## config.mk

```make
export PLATFORM = sky130hd
export DESIGN_NAME = lsu_ram_master
export DESIGN_NICKNAME = d
export VERILOG_FILES = /design/src/rtl/lsu_ram_pkg.sv /design/src/rtl/lsu_data_align.sv /design/src/rtl/lsu_ram_master.sv
export SDC_FILE = /design/constraint.sdc
export NUM_CORES = 1
export LEC_CHECK = 0
export BUFFER_PORTS_ARGS = -buffer_cell sky130_fd_sc_hd__buf_4
export CAP_MARGIN = 5
export CORE_AREA = 2 2 179 181
export CTS_BUF_LIST = sky130_fd_sc_hd__clkbuf_8
export DETAILED_ROUTE_END_ITERATION = 12
export DIE_AREA = 0 0 181 183
export PLACE_DENSITY = 0.54
export SETUP_SLACK_MARGIN = 0.1
export SLEW_MARGIN = 20
export SYNTH_ARGS = -nofsm -noshare
export SYNTH_HDL_FRONTEND = slang
export SYNTH_SLANG_ARGS = --single-unit
export TNS_END_PERCENT = 5
```

## constraint.sdc

```tcl
create_clock -name clk -period 6.2 [get_ports clk]
set_input_delay 1.24 -clock clk [delete_from_list [all_inputs] [get_ports clk]]
set_output_delay 1.24 -clock clk [all_outputs]
set_load 0.02 [all_outputs]
```

## src/rtl/lsu_ram_pkg.sv

```systemverilog
// Shared state codes, access-size encodings and data helpers for the LSU RAM master.
package lsu_ram_pkg;

  typedef logic [2:0] state_t;

  localparam state_t ST_IDLE  = 3'd0;
  localparam state_t ST_RD    = 3'd1;
  localparam state_t ST_WR    = 3'd2;
  localparam state_t ST_WRESP = 3'd3;
  localparam state_t ST_RSP   = 3'd4;

  localparam logic [1:0] SZ_B = 2'd0;
  localparam logic [1:0] SZ_H = 2'd1;
  localparam logic [1:0] SZ_W = 2'd2;
  localparam logic [1:0] SZ_D = 2'd3;

  function automatic logic [63:0] size_to_mask(input logic [1:0] size);
    logic [63:0] m;
    case (size)
      SZ_B:    m = 64'h0000_0000_0000_00FF;
      SZ_H:    m = 64'h0000_0000_0000_FFFF;
      SZ_W:    m = 64'h0000_0000_FFFF_FFFF;
      default: m = '1;
    endcase
    return m;
  endfunction

  function automatic logic [63:0] load_extend(input logic [63:0] data, input logic [1:0] size,
                                              input logic sext);
    logic [63:0] r;
    case (size)
      SZ_B:    r = {{56{sext & data[7]}}, data[7:0]};
      SZ_H:    r = {{48{sext & data[15]}}, data[15:0]};
      SZ_W:    r = {{32{sext & data[31]}}, data[31:0]};
      default: r = data;
    endcase
    return r;
  endfunction

endpackage

```

## src/rtl/lsu_data_align.sv

```systemverilog
// Combinational write-mask generation and load-data size extension.
module lsu_data_align
  import lsu_ram_pkg::*;
(
  input  logic [1:0]  size,
  input  logic        sext,
  input  logic [63:0] rdata,
  output logic [63:0] wmask,
  output logic [63:0] rdata_ext
);

  assign wmask     = size_to_mask(size);
  assign rdata_ext = load_extend(rdata, size, sext);

endmodule

```

## src/rtl/lsu_ram_master.sv

```systemverilog
// Single-outstanding load/store initiator onto a split read/write RAM channel,
// with a bounded wait so every accepted request produces exactly one response.
module lsu_ram_master
  import lsu_ram_pkg::*;
#(
  parameter int ADDR_W  = 32,
  parameter int TIMEOUT = 15
) (
  input  logic              clk,
  input  logic              rst,
  input  logic              req_valid_i,
  output logic              req_ready_o,
  input  logic              req_we_i,
  input  logic [63:0]       req_addr_i,
  input  logic [63:0]       req_wdata_i,
  input  logic [1:0]        req_size_i,
  input  logic              req_signed_i,
  output logic              rsp_valid_o,
  output logic [63:0]       rsp_rdata_o,
  output logic              rsp_err_o,
  output logic              ram_ren_o,
  output logic [ADDR_W-1:0] ram_raddr_o,
  input  logic [63:0]       ram_rdata_i,
  input  logic              ram_rready_i,
  output logic              ram_wen_o,
  output logic [ADDR_W-1:0] ram_waddr_o,
  output logic [63:0]       ram_wdata_o,
  output logic [63:0]       ram_wmask_o,
  input  logic              ram_wready_i,
  input  logic              ram_bvalid_i
);

  localparam int CNT_W = $clog2(TIMEOUT + 1);

  state_t            state;
  logic [ADDR_W-1:0] addr_q;
  logic [63:0]       wdata_q;
  logic [63:0]       rdata_q;
  logic [1:0]        size_q;
  logic              sext_q;
  logic              err_q;
  logic [CNT_W-1:0]  wait_cnt;
  logic              timeout;
  logic [63:0]       wmask;
  logic [63:0]       rdata_ext;

  lsu_data_align u_align (
    .size      (size_q),
    .sext      (sext_q),
    .rdata     (ram_rdata_i),
    .wmask     (wmask),
    .rdata_ext (rdata_ext)
  );

  // The cycle that would be the TIMEOUT-th wait gives up instead of counting on.
  assign timeout = (wait_cnt == CNT_W'(TIMEOUT - 1));

  always_ff @(posedge clk) begin
    if (rst) begin
      state    <= ST_IDLE;
      addr_q   <= '0;
      wdata_q  <= '0;
      rdata_q  <= '0;
      size_q   <= SZ_B;
      sext_q   <= 1'b0;
      err_q    <= 1'b0;
      wait_cnt <= '0;
    end else begin
      case (state)
        ST_IDLE: begin
          if (req_valid_i) begin
            addr_q   <= req_addr_i[ADDR_W-1:0];
            wdata_q  <= req_wdata_i & size_to_mask(req_size_i);
            size_q   <= req_size_i;
            sext_q   <= req_signed_i;
            wait_cnt <= '0;
            state    <= req_we_i ? ST_WR : ST_RD;
          end
        end
        ST_RD: begin
          if (ram_rready_i) begin
            rdata_q <= rdata_ext;
            err_q   <= 1'b0;
            state   <= ST_RSP;
          end else if (timeout) begin
            rdata_q <= '0;
            err_q   <= 1'b1;
            state   <= ST_RSP;
          end else begin
            wait_cnt <= wait_cnt + 1'b1;
          end
        end
        ST_WR: begin
          if (ram_wready_i) begin
            wait_cnt <= '0;
            state    <= ST_WRESP;
          end else if (timeout) begin
            rdata_q <= '0;
            err_q   <= 1'b1;
            state   <= ST_RSP;
          end else begin
            wait_cnt <= wait_cnt + 1'b1;
          end
        end
        ST_WRESP: begin
          if (ram_bvalid_i) begin
            rdata_q <= '0;
            err_q   <= 1'b0;
            state   <= ST_RSP;
          end else if (timeout) begin
            rdata_q <= '0;
            err_q   <= 1'b1;
            state   <= ST_RSP;
          end else begin
            wait_cnt <= wait_cnt + 1'b1;
          end
        end
        ST_RSP: begin
          rdata_q <= '0;
          err_q   <= 1'b0;
          state   <= ST_IDLE;
        end
        default: state <= ST_IDLE;
      endcase
    end
  end

  assign req_ready_o = (state == ST_IDLE);
  assign rsp_valid_o = (state == ST_RSP);
  assign rsp_rdata_o = rdata_q;
  assign rsp_err_o   = err_q;

  // RAM-side buses are zeroed whenever their enable is low.
  assign ram_ren_o   = (state == ST_RD);
  assign ram_raddr_o = ram_ren_o ? addr_q : '0;
  assign ram_wen_o   = (state == ST_WR);
  assign ram_waddr_o = ram_wen_o ? addr_q : '0;
  assign ram_wdata_o = ram_wen_o ? wdata_q : '0;
  assign ram_wmask_o = ram_wen_o ? wmask : '0;

endmodule

```

# Yosys cells after proc, flatten, opt, wreduce, memory -nomap -nowiden
# Index checks and enable logic that the tools add are counted.
# totals
register_bits	171
latch_bits	0
ramBits	0
romBits	0
inputBits	202
output_inout_bits	261
wordCells	67
memories	0
# op_classes
add_sub_neg	1
n_mul	0
div	0
n_lt_le_gt_ge	0
eq_ne	13
shifts	0
muxes	33
bitwise	4
reduce_logical	8
# ops
op	n
2-to-1 mux 64 bit	9
case mux 64 bit (3 select lines)	3
case mux 64 bit (4 select lines)	1
bitwise AND 64 bit	1
2-to-1 mux 32 bit	2
2-to-1 mux 4 bit	5
case mux 4 bit (4 select lines)	1
2-to-1 mux 3 bit	5
case mux 3 bit (4 select lines)	1
!= test 2 bit, second input constant	4
nonzero test 4 bit	2
== test 3 x 2 -> 1 bit, second input constant	2
adder 4 x 1 -> 4 bit, second input constant	1
== test 2 x 1 -> 1 bit, second input constant	2
== test 2 bit, second input constant	2
== test 4 bit, second input constant	1
logical NOT 2 bit	2
2-to-1 mux 1 bit	4
case mux 1 bit (4 select lines)	1
AND reduction 2 bit	2
AND reduction 4 bit	1
bitwise AND 1 bit	3
== test 3 x 1 -> 1 bit, second input constant	1
== test 3 bit, second input constant	1
other kinds (2)	2

# Longest topological paths before layout
# Gate-level depths: netlist of the first run.
# depth
ltp_word	6
mapped_depth	8
mapped_depth_nobuf	6

# Modules after synthesis
# From an unflattened synthesis of the first run, not the netlist that was laid out.
# unflattened
cells_unflattened	1268
hier_area_um2	9391.5
# by_module_without_submodules
mod	n_inst	cells_each	area_each_um2	seq_area_each_um2
lsu_ram_master	1	1053	7973.9	3423.3
lsu_data_align	1	215	1417.6	0.0

# Least setup slack after synthesis of the first run
# Ideal clock, no wire load.
# synth_path
kind	register to output
from	register size_q[1]
to	output ram_wmask_o[33]
arrival_ns	2.217
t_required_ns	4.960
slack_ns	2.743
path_stages_with_launch	6
n_path_buf	4
cell_sequence	dfxtp_1 clkbuf_1 clkbuf_1 clkbuf_1 and3_1 buf_4
# synth_via
elab_chain_cells	3
# synth_lines
element	line_no	source
start: declaration	lsu_ram_master.sv:39	logic [1:0] size_q;
start signal: assignment	lsu_ram_master.sv:74	size_q <= req_size_i;
== test 2 bit, or another cell as far along	lsu_ram_pkg.sv:19	case (size)
case mux 64 bit (3 select lines) *	lsu_ram_pkg.sv:19	
2-to-1 mux 64 bit *	lsu_ram_master.sv:139	assign ram_wmask_o = ram_wen_o ? wmask : '0;
end: declaration	lsu_ram_master.sv:28	output logic [63:0] ram_wmask_o,
# Mark *: on every way between the ends. The rest lies on a longest branch, timed or not.

# Worst setup path in the final report of the first run
# layout_path
from	register state[1]
to	output ram_wmask_o[29]
# layout_via
elab_chain_cells	2
# layout_lines
element	line_no	source
start: declaration	lsu_ram_master.sv:35	state_t state;
start signal: assignment	lsu_ram_master.sv:77	state <= req_we_i ? ST_WR : ST_RD;
== test 3 x 2 -> 1 bit	lsu_ram_master.sv:136	assign ram_wen_o = (state == ST_WR);
2-to-1 mux 64 bit	lsu_ram_master.sv:139	
# Every way passes these cells.

==> results.py, run 1 <==
metrics = {
    "clock_network": {
        "htreeDepth": 4,
        "clk_path_buf_depth": 2,
        "cts_made_buffers": 17,
        "post-cts-setup-buffers": 0,
        "clockRootBuffer": "clkbuf_8",
        "cts_tree": "done",
        "clk_pin_slew_ns": 0.11,
        "cts_hold_buf": 0,
        "clkLatencyLatePin_ns": 0.47,
        "post_cts_resized": 0,
        "clock_sinks": 171,
    },
    "logic_synthesis": {
        "syn_area_sq_um": 7670,
        "syn_nets": 1140,
        "synth_ff_type": "dfxtp_1",
        "yosysSeqAreaShare_pct": 44.7,
        "synthArstFlopShare_pct": 0,
        "synth_edf_count": 0,
        "syn_inst": 936,
        "synth_cell_types": 41,
        "synth-seq-cells": 171,
        "ys_warn_count": 0,
        "avgSynthCellArea_sq_um": 8.19,
    },
    "power": {
        "total_power_mw": 2.48,
        "leakage_nw": 4.95,
        "ir_drop_mv": 0.141,
        "power.density_nw_per_um2": 223,
    },
    "grt": {
        "grtUsageTotal_pct": 15.7,
        "grt_pass1_vias": 7112,
        "grt_max_degree": 79,
        "antenna_found_initial": 0,
        "overflow": 0,
        "grt_pass1_wl_mm": 41.2,
    },
    "timing": {
        "rsz0062_at_grt": "no",
        "min_period_ns": 4.37,
        "setup_viol": 0,
        "finalHoldViolations": 0,
        "tightest_slew_ns": 1.04,
        "fin_crit_sh_pct": 70.5,
        "final_max_slew_viol_count": 0,
        "setup_tns_ns": 0,
        "clock.fmax_ghz": 0.229,
        "slew_headroom_pct": 30.7,
        "fin_skew_ns": 0.0189,
    },
    "drt": {
        "route.met2.wl_mm": 13.5,
        "topRoutingLayerUsed": "met4",
        "routedWlPerCell_microns": 16.4,
        "wirelength_mm": 27.4,
        "route.detailed.drc": 0,
        "first_pass_iters": 4,
        "wl_met3_mm": 2.12,
        "ant_nets": 0,
        "dr_total_vias": 7594,
        "wl_met1_mm": 11.3,
        "vias_per_cell": 4.55,
        "drt-initial-drc-count": 269,
    },
    "worst_hold_path": {
        "hp-class": "reg2reg",
    },
    "layout": {
        "drive_gt1_share_pct": 38.6,
        "fillers": 3316,
        "final_common_cell": "buf_4",
        "diodes": 0,
        "syn_to_final_growth_pct": 45.1,
        "final_util_pct": 35.6,
        "final_nets": 1458,
        "instances_no_fill": 1669,
        "final_cell_mix": "buf_4, dfxtp_1, a21oi_1, nand2_1, and2_1",
    },
    "status": {
        "status": "complete, no violations",
    },
    "setup_path": {
        "cp_max_fo": 78,
        "cp.required_ns": 4.96,
        "cp_common_cell": "buf_4",
        "cp.arrival_ns": 3.13,
        "crit_type": "reg2out",
        "crit_slowest_cell": "buf_4",
        "slowest_delay_ns": 0.61,
        "critical_path.top_delay_family": "buffers and inverters",
        "crit_chain": "nor3b_2 > buf_4 > buf_4 > and2_1 > buf_4",
        "path_buf_inv": 3,
        "cp-end-kind": "output port",
        "startpoint_type": "flip-flop",
    },
    "placement": {
        "dp_hpwl_mm": 19.0,
        "placed_cells_incl_taps": 1637,
        "gp_congestion": 0.750,
        "io_buffers": 430,
    },
    "floorplan": {
        "row_count": 65,
        "core-area_sq_um": 31200,
        "fp.dieH_microns": 183,
        "die_w_microns": 181,
        "pin_count": 463,
        "fp.dieArea_sq_um": 33100,
        "start_util_pct": 24.5,
    },
    "flow_run": {
        "drv_cap": 0,
    },
}
state kept, by name (all words and copies together), names as in the netlist:
signal,flops
rsp_err_o,1
wdata_q,64
rsp_rdata_o,64
addr_q,32
sext_q,1
wait_cnt,4
size_q,2
state,3
power breakdown:
part / internal, mW / switching (mW) / leakage [nW] / total, mW
logic: 0.186 / 0.278 / 3.36 / 0.464
registers: 1.15 / 0.0344 / 1.39 / 1.18
clock network: 0.342 / 0.498 / 0.199 / 0.840
total: 1.67 / 0.810 / 4.95 / 2.48
worst reg2reg max path: cells and delay by family (launching register included):
family	cells	cell delay, ns
and+or+nand+nor	3	1.31
buffers and inverters	1	0.45
DFF	1	0.43
AOI/OAI and AO/OA	1	0.16
path summary, 6_finish.rpt:
check | from | end | slack [ns] | depth (start not counted)
worst max-delay path | state[1] | ram_wmask_o[29] | 1.83 | 5
worst min-delay path | wdata_q[15] | wdata_q[15] | 0.45 | 2
worst max register to register | state[2] | wdata_q[23] | 3.80 | 5
worst min register to register | wdata_q[15] | wdata_q[15] | 0.45 | 2
routing by layer:
metal / track usage [%] / vias up
li1: - / 3730
met1: 18.8 / 3547
met2: 27.2 / 291
met3: 5.00 / 26
met4: 4.62 / 0
met5: 0 / -
logic make-up after synthesis:
family	Yosys count	synth area share, %
AOI/OAI and AO/OA	249	19.9
adders and majority gates	2	0.326
buffers and inverters	145	10.5
DFF	171	44.7
muxes	3	0.457
and+or+nand+nor	366	24.1
cell usage after synthesis, drive strengths merged, types with 2 or more instances:
library cell    n  area (sq um)
nor2b           3          18.8
dfxtp         171          3420
nand2b          4          25.0
nand3          58           290
nand2         148           556
a211oi          3          27.5
o21ai          11          55.1
ha              2          25.0
o2bb2ai        48           420
and3            2          12.5
nor3            3          25.0
clkbuf         56           210
nor2            6          22.5
inv             2          7.51
mux2i           2          20.0
or3             4          25.0
and2          132           826
a21o            9          67.6
buf            87           591
a22o            9          78.8
a21oi         160           801
nor3b           3          22.5
stage by stage:
step / worst slack (ns) / hold slack [ns] / area [sq um]
3_3_place_gp: 2.36 / 0.434 / 10700
6_report: 1.83 / 0.452 / 11100
4_1_cts: 1.79 / 0.453 / 11100
3_5_place_dp: 2.32 / 0.439 / 10700
5_1_grt: 1.58 / 0.471 / 11100
2_1_floorplan: 2.74 / 0.427 / 7670
final cells by class:
class / count / area (sq um) / area share, %
clock buffer: 17 / 234 / 2.10
clock inverter: 15 / 176 / 1.59
inverter: 2 / 7.51 / 0.0675
multi-input combinational: 620 / 3460 / 31.1
sequential: 171 / 3420 / 30.8
tap: 402 / 503 / 4.52
timing repair buffer: 442 / 3320 / 29.8
(Power assumes the default switching activity.)
==> inputs of run 2 (changes only) <==
PLACE_DENSITY = 0.55   (was 0.54)
clock period = 3.6 ns   (was 6.2 ns; I/O delays follow)
==> results.py, run 2 (same netlist as run 1, synthesis figures left out) <==
metrics = {
    "status": {
        "status": "complete, no violations",
    },
    "power": {
        "switchingPower_mw": 1.30,
        "clock_power_share_pct": 33.1,
        "ir_drop_mv": 0.221,
        "internal_power_mw": 2.95,
        "combPwrFrac_pct": 19.0,
        "power.density_nw_per_um2": 380,
        "total_power_mw": 4.25,
        "p_seq_share_pct": 47.9,
        "leakage_nw": 4.99,
        "switching_share_pct": 30.7,
    },
    "timing": {
        "finalHoldViolations": 0,
        "setup_tns_ns": 0,
        "clock.fmax_ghz": 0.320,
        "fin_crit_sh_pct": 86.9,
        "min_period_ns": 3.13,
        "rsz0062_at_grt": "no",
        "slew_headroom_pct": 44.3,
        "setup_viol": 0,
        "fin_ws_ns": 0.472,
        "final_max_slew_viol_count": 0,
        "tightest_slew_ns": 0.830,
        "fin_skew_ns": 0.0179,
    },
    "setup_path": {
        "r2r_cells": 7,
        "reg2reg_slack_ns": 1.48,
        "cp_max_fo": 10,
        "r2r-start": "wait_cnt[0]",
        "startpoint_type": "flip-flop",
        "cp.required_ns": 2.88,
        "crit_type": "reg2out",
        "cp.arrival_ns": 2.41,
        "r2r-end": "rsp_rdata_o[5]",
        "cp-end-kind": "output port",
    },
    "worst_hold_path": {
        "hold_start": "ram_rdata_i[1]",
        "min_to": "rsp_rdata_o[1]",
        "hold_path_depth": 2,
        "hp-class": "in2reg",
    },
    "grt": {
        "grt_pass1_wl_mm": 40.5,
        "grt_max_degree": 95,
        "met2_usage_pct": 26.8,
        "antenna_found_initial": 1,
        "globalRoute.busiestLayer": "met2",
        "grt_pass1_vias": 7111,
        "grtUsageTotal_pct": 15.6,
        "overflow": 0,
        "met1_usage_pct": 18.2,
        "globalRouteMet3Util_pct": 5.82,
    },
    "drt": {
        "routedWlPerCell_microns": 16.0,
        "dr_total_vias": 7542,
        "wirelength_mm": 26.7,
        "vias_per_cell": 4.51,
        "route.detailed.drc": 0,
        "ant_nets": 0,
        "first_pass_iters": 4,
        "drt-initial-drc-count": 310,
    },
    "clock_network": {
        "clkLatencyLatePin_ns": 0.48,
        "cts_hold_buf": 0,
        "cts_tree": "done",
        "clk_path_buf_depth": 2,
        "clockRootBuffer": "clkbuf_8",
        "post_cts_resized": 0,
        "clock_sinks": 171,
        "post-cts-setup-buffers": 0,
        "htreeDepth": 4,
        "clk_pin_slew_ns": 0.10,
        "cts_made_buffers": 17,
    },
    "layout": {
        "syn_to_final_growth_pct": 45.8,
        "final_common_cell": "buf_4",
        "seq_area_sq_um": 3420,
        "final_nets": 1462,
        "stdcell_area_sq_um": 11200,
        "drive_gt1_share_pct": 38.5,
        "multi_input_area_sq_um": 3460,
        "final_cell_mix": "buf_4, dfxtp_1, a21oi_1, nand2_1, and2_1",
        "final_util_pct": 35.8,
        "fillers": 3282,
    },
    "placement": {
        "dp_hpwl_mm": 18.8,
        "post_dp_cell_area_sq_um": 10800,
        "io_buffers": 430,
        "gp_congestion": 0.789,
        "dpl_worst_slack_ns": 0.870,
    },
    "floorplan": {
        "fp.dieArea_sq_um": 33100,
        "die_w_microns": 181,
        "start_util_pct": 24.5,
        "fp.dieH_microns": 183,
        "row_count": 65,
        "pin_count": 463,
        "core-area_sq_um": 31200,
    },
    "flow_run": {
        "drv_cap": 0,
    },
}
==> run 2: cell types whose count changed in the layout (fill, tap and decap cells not counted), sizes merged <==
cell / before / now
buf: 442 / 446
clkinvlp: 3 / 1
bufinv: 1 / 2
clkbuf: 17 / 18
clkinv: 3 / 4
diode: 0 / 1
inv: 10 / 9
==> run 2: power groups by stage <==
stage	sequential (mW)	combinational [mW]	clock, mW
finish	2.04	0.808	1.41
global route	2.05	0.888	1.56
CTS	2.04	0.825	1.48
detailed placement	2.08	0.822	0
global placement	2.08	0.818	0
floorplan	2.06	0.476	0
==> run 2: how the worst max path moves through the flow <==
stage / slack (ns) / from / to / depth (start not counted)
after floorplan: 0.66 / size_q[1] / ram_wmask_o[33] / 5
after global placement: 0.89 / state[1] / ram_wmask_o[12] / 3
after detailed placement: 0.87 / state[1] / ram_wmask_o[15] / 3
after CTS: 0.30 / state[1] / ram_wmask_o[15] / 3
after global routing: 0.18 / state[1] / ram_wmask_o[15] / 3
final: 0.47 / state[1] / ram_wmask_o[13] / 3
==> run 2: layout make-up <==
cell class / instances / share of cell area (%)
multi-input combinational: 620 / 31.0
sequential: 171 / 30.6
timing repair buffer: 446 / 30.3
tap: 402 / 4.50
clock buffer: 18 / 2.22
clock inverter: 14 / 1.30
inverter: 2 / 0.0672
antenna: 1 / 0.0224
==> run 2: per-layer routing <==
layer	vias to the layer above	share of wire (%)
li1	3745	-
met1	3487	41
met2	284	49
met3	26	8.2
met4	0	1.7
met5	-	0
==> run 2: metrics by stage <==
| stage | cells | hold slack, ns |
|---|---|---|
| floorplan | 936 | 0.427 |
| global placement | 1641 | 0.433 |
| detailed placement | 1641 | 0.439 |
| CTS | 1673 | 0.393 |
| global route | 1674 | 0.394 |
| finish | 1674 | 0.447 |
==> run 2: worst max-delay path: stages (launching register included) <==
cell and delay [ns]:
dfxtp_1 0.55, nor3b_2 0.56, nor2b_1 0.58, buf_4 0.25
==> inputs of run 3 (changes only) <==
CORE_AREA = 2 2 181 183   (was 2 2 179 181)
DIE_AREA = 0 0 183 185   (was 0 0 181 183)
PLACE_DENSITY = 0.61   (was 0.55)
SYNTH_HIERARCHICAL = 1   (was default)
==> results.py, run 3 <==
metrics = {
    "floorplan": {
        "row_count": 66,
        "fp.dieArea_sq_um": 33900,
        "core-area_sq_um": 32000,
        "die_w_microns": 183,
        "start_util_pct": 29.3,
        "pin_count": 463,
        "fp.dieH_microns": 185,
    },
    "worst_hold_path": {
        "hp-class": "reg2reg",
    },
    "flow_run": {
        "drv_cap": 0,
    },
    "logic_synthesis": {
        "syn_inst": 1268,
        "synthArstFlopShare_pct": 0,
        "avgSynthCellArea_sq_um": 7.41,
        "yosysSeqAreaShare_pct": 36.5,
        "ys_warn_count": 6,
        "post-synth-top-count-cell": "nand2_1",
        "ys_top_cells_by_count": "nand2_1, dfxtp_1, and3_1",
        "syn_area_sq_um": 9390,
        "synth_top_area_share_pct": 36.5,
        "synthTopCellsByArea": "dfxtp_1, and3_1, nand2_1, a21oi_1, buf_4",
        "synth_ff_type": "dfxtp_1",
        "synth_cell_types": 51,
        "synth_top_area_cell": "dfxtp_1",
        "synth_edf_count": 0,
        "synth-seq-cells": 171,
    },
    "timing": {
        "slew_headroom_pct": 48.5,
        "tightest_slew_ns": 0.772,
        "rsz0062_at_grt": "no",
        "finalHoldViolations": 0,
        "min_period_ns": 3.01,
        "fin_crit_sh_pct": 83.7,
        "setup_viol": 0,
        "clock.fmax_ghz": 0.332,
        "fin_ws_ns": 0.587,
        "setup_tns_ns": 0,
        "final_max_slew_viol_count": 0,
        "hold_ws_ns": 0.452,
        "fin_skew_ns": 0.00995,
    },
    "clock_network": {
        "clk_pin_slew_ns": 0.11,
        "clock_sinks": 171,
        "clk_path_buf_depth": 2,
        "htreeDepth": 4,
        "clockRootBuffer": "clkbuf_8",
        "cts_made_buffers": 17,
        "clkLatencyLatePin_ns": 0.49,
        "cts_tree": "done",
    },
    "setup_path": {
        "critical_path.top_delay_family": "buffers and inverters",
        "cp_common_cell": "buf_4",
        "cp-end-kind": "output port",
        "slowest_delay_ns": 0.56,
        "cp.arrival_ns": 2.29,
        "startpoint_type": "flip-flop",
        "cp_max_fo": 86,
        "path_buf_inv": 2,
        "crit_chain": "nor2_4 > buf_4 > and3_1 > buf_4",
        "crit_slowest_cell": "buf_4",
        "crit_type": "reg2out",
        "cp.required_ns": 2.88,
    },
    "grt": {
        "grt_pass1_wl_mm": 50.8,
        "grt_max_degree": 123,
        "antenna_found_initial": 0,
        "grt_pass1_vias": 9089,
        "overflow": 0,
        "grtUsageTotal_pct": 18.8,
    },
    "power": {
        "ir_drop_mv": 0.266,
        "leakage_nw": 5.98,
        "power.density_nw_per_um2": 375,
        "total_power_mw": 4.77,
    },
    "placement": {
        "dp_hpwl_mm": 22.2,
        "placed_cells_incl_taps": 1926,
        "post_dp_cell_area_sq_um": 12200,
        "dpl_worst_slack_ns": 0.775,
        "io_buffers": 430,
        "gp_congestion": 0.840,
    },
    "drt": {
        "route.detailed.drc": 0,
        "drt-initial-drc-count": 526,
        "dr_total_vias": 9798,
        "ant_nets": 0,
        "routedWlPerCell_microns": 17.3,
        "wirelength_mm": 33.9,
        "vias_per_cell": 5.00,
        "first_pass_iters": 7,
    },
    "layout": {
        "final_nets": 1742,
        "syn_to_final_growth_pct": 35.6,
        "final_common_cell": "buf_4",
        "fillers": 3297,
        "final_cell_mix": "buf_4, nand2_1, dfxtp_1, and3_1, a21oi_1",
        "diodes": 0,
        "stdcell_area_sq_um": 12700,
        "multi_input_area_sq_um": 4870,
        "final_util_pct": 39.7,
        "seq_area_sq_um": 3430,
        "instances_no_fill": 1959,
        "drive_gt1_share_pct": 33.7,
    },
    "status": {
        "status": "complete, no violations",
    },
}
==> run 3: cell types whose count changed after synthesis, moves of 31 or more <==
cell and delta:
and2_1 -96, and3_1 +159, clkbuf_1 +38, nand2_1 +60, nand3_1 +31, o21ai_0 +92
o2bb2ai_1 -48
==> run 3: final cells by class <==
class,instances,area share (%)
clock inverter,15,1.84
timing repair buffer,452,27.0
inverter,4,0.118
clock buffer,17,1.84
sequential,171,26.9
tap,408,4.01
multi-input combinational,892,38.3
==> run 3: logic make-up (layout without fill, tap and decap cells) <==
logic type                 Yosys count  count (layout)  synth area share (%)
adders and majority gates            2               2                 0.266
muxes                                2               2                 0.400
AOI/OAI and AO/OA                  333             333                  21.1
other                                1               8                0.0399
buffers and inverters              212             488                  12.3
DFF                                171             171                  36.5
and+or+nand+nor                    547             547                  29.4
==> run 3: per-layer routing <==
metal / track usage [%] / routed length, microns / up-vias
met4: 5.66 / 578 / 0
met3: 6.51 / 3380 / 32
met1: 23.8 / 14400 / 4547
li1: - / - / 4837
met2: 30.1 / 15500 / 382
met5: 0 / 0 / -
==> run 3: report_power, final <==
| part | total (mW) | switching (mW) | internal (mW) |
|---|---|---|---|
| combinational | 1.09 | 0.699 | 0.394 |
| sequential | 2.06 | 0.0791 | 1.98 |
| clock | 1.62 | 0.832 | 0.784 |
==> run 3: repair_timing <==
action	in CTS	in global routing
hold buffers	0	0
resized for setup	0	0
setup buffers	0	1
setup endpoints to repair	0	1
==> run 3: path summary, 6_finish.rpt <==
path          startpoint         endpoint  slack, ns  cells past startpoint
max             state[2]  ram_wdata_o[19]       0.59                      4
max reg2reg     state[1]           sext_q       0.86                      6
min reg2reg  wdata_q[61]      wdata_q[61]       0.45                      2
min          wdata_q[61]      wdata_q[61]       0.45                      2
==> run 3: worst min-delay path: cells and delay by family (launching register included) <==
kind            cells  cell delay [ns]
flops               1             0.32
simple gates        1             0.05
compound gates      1             0.05
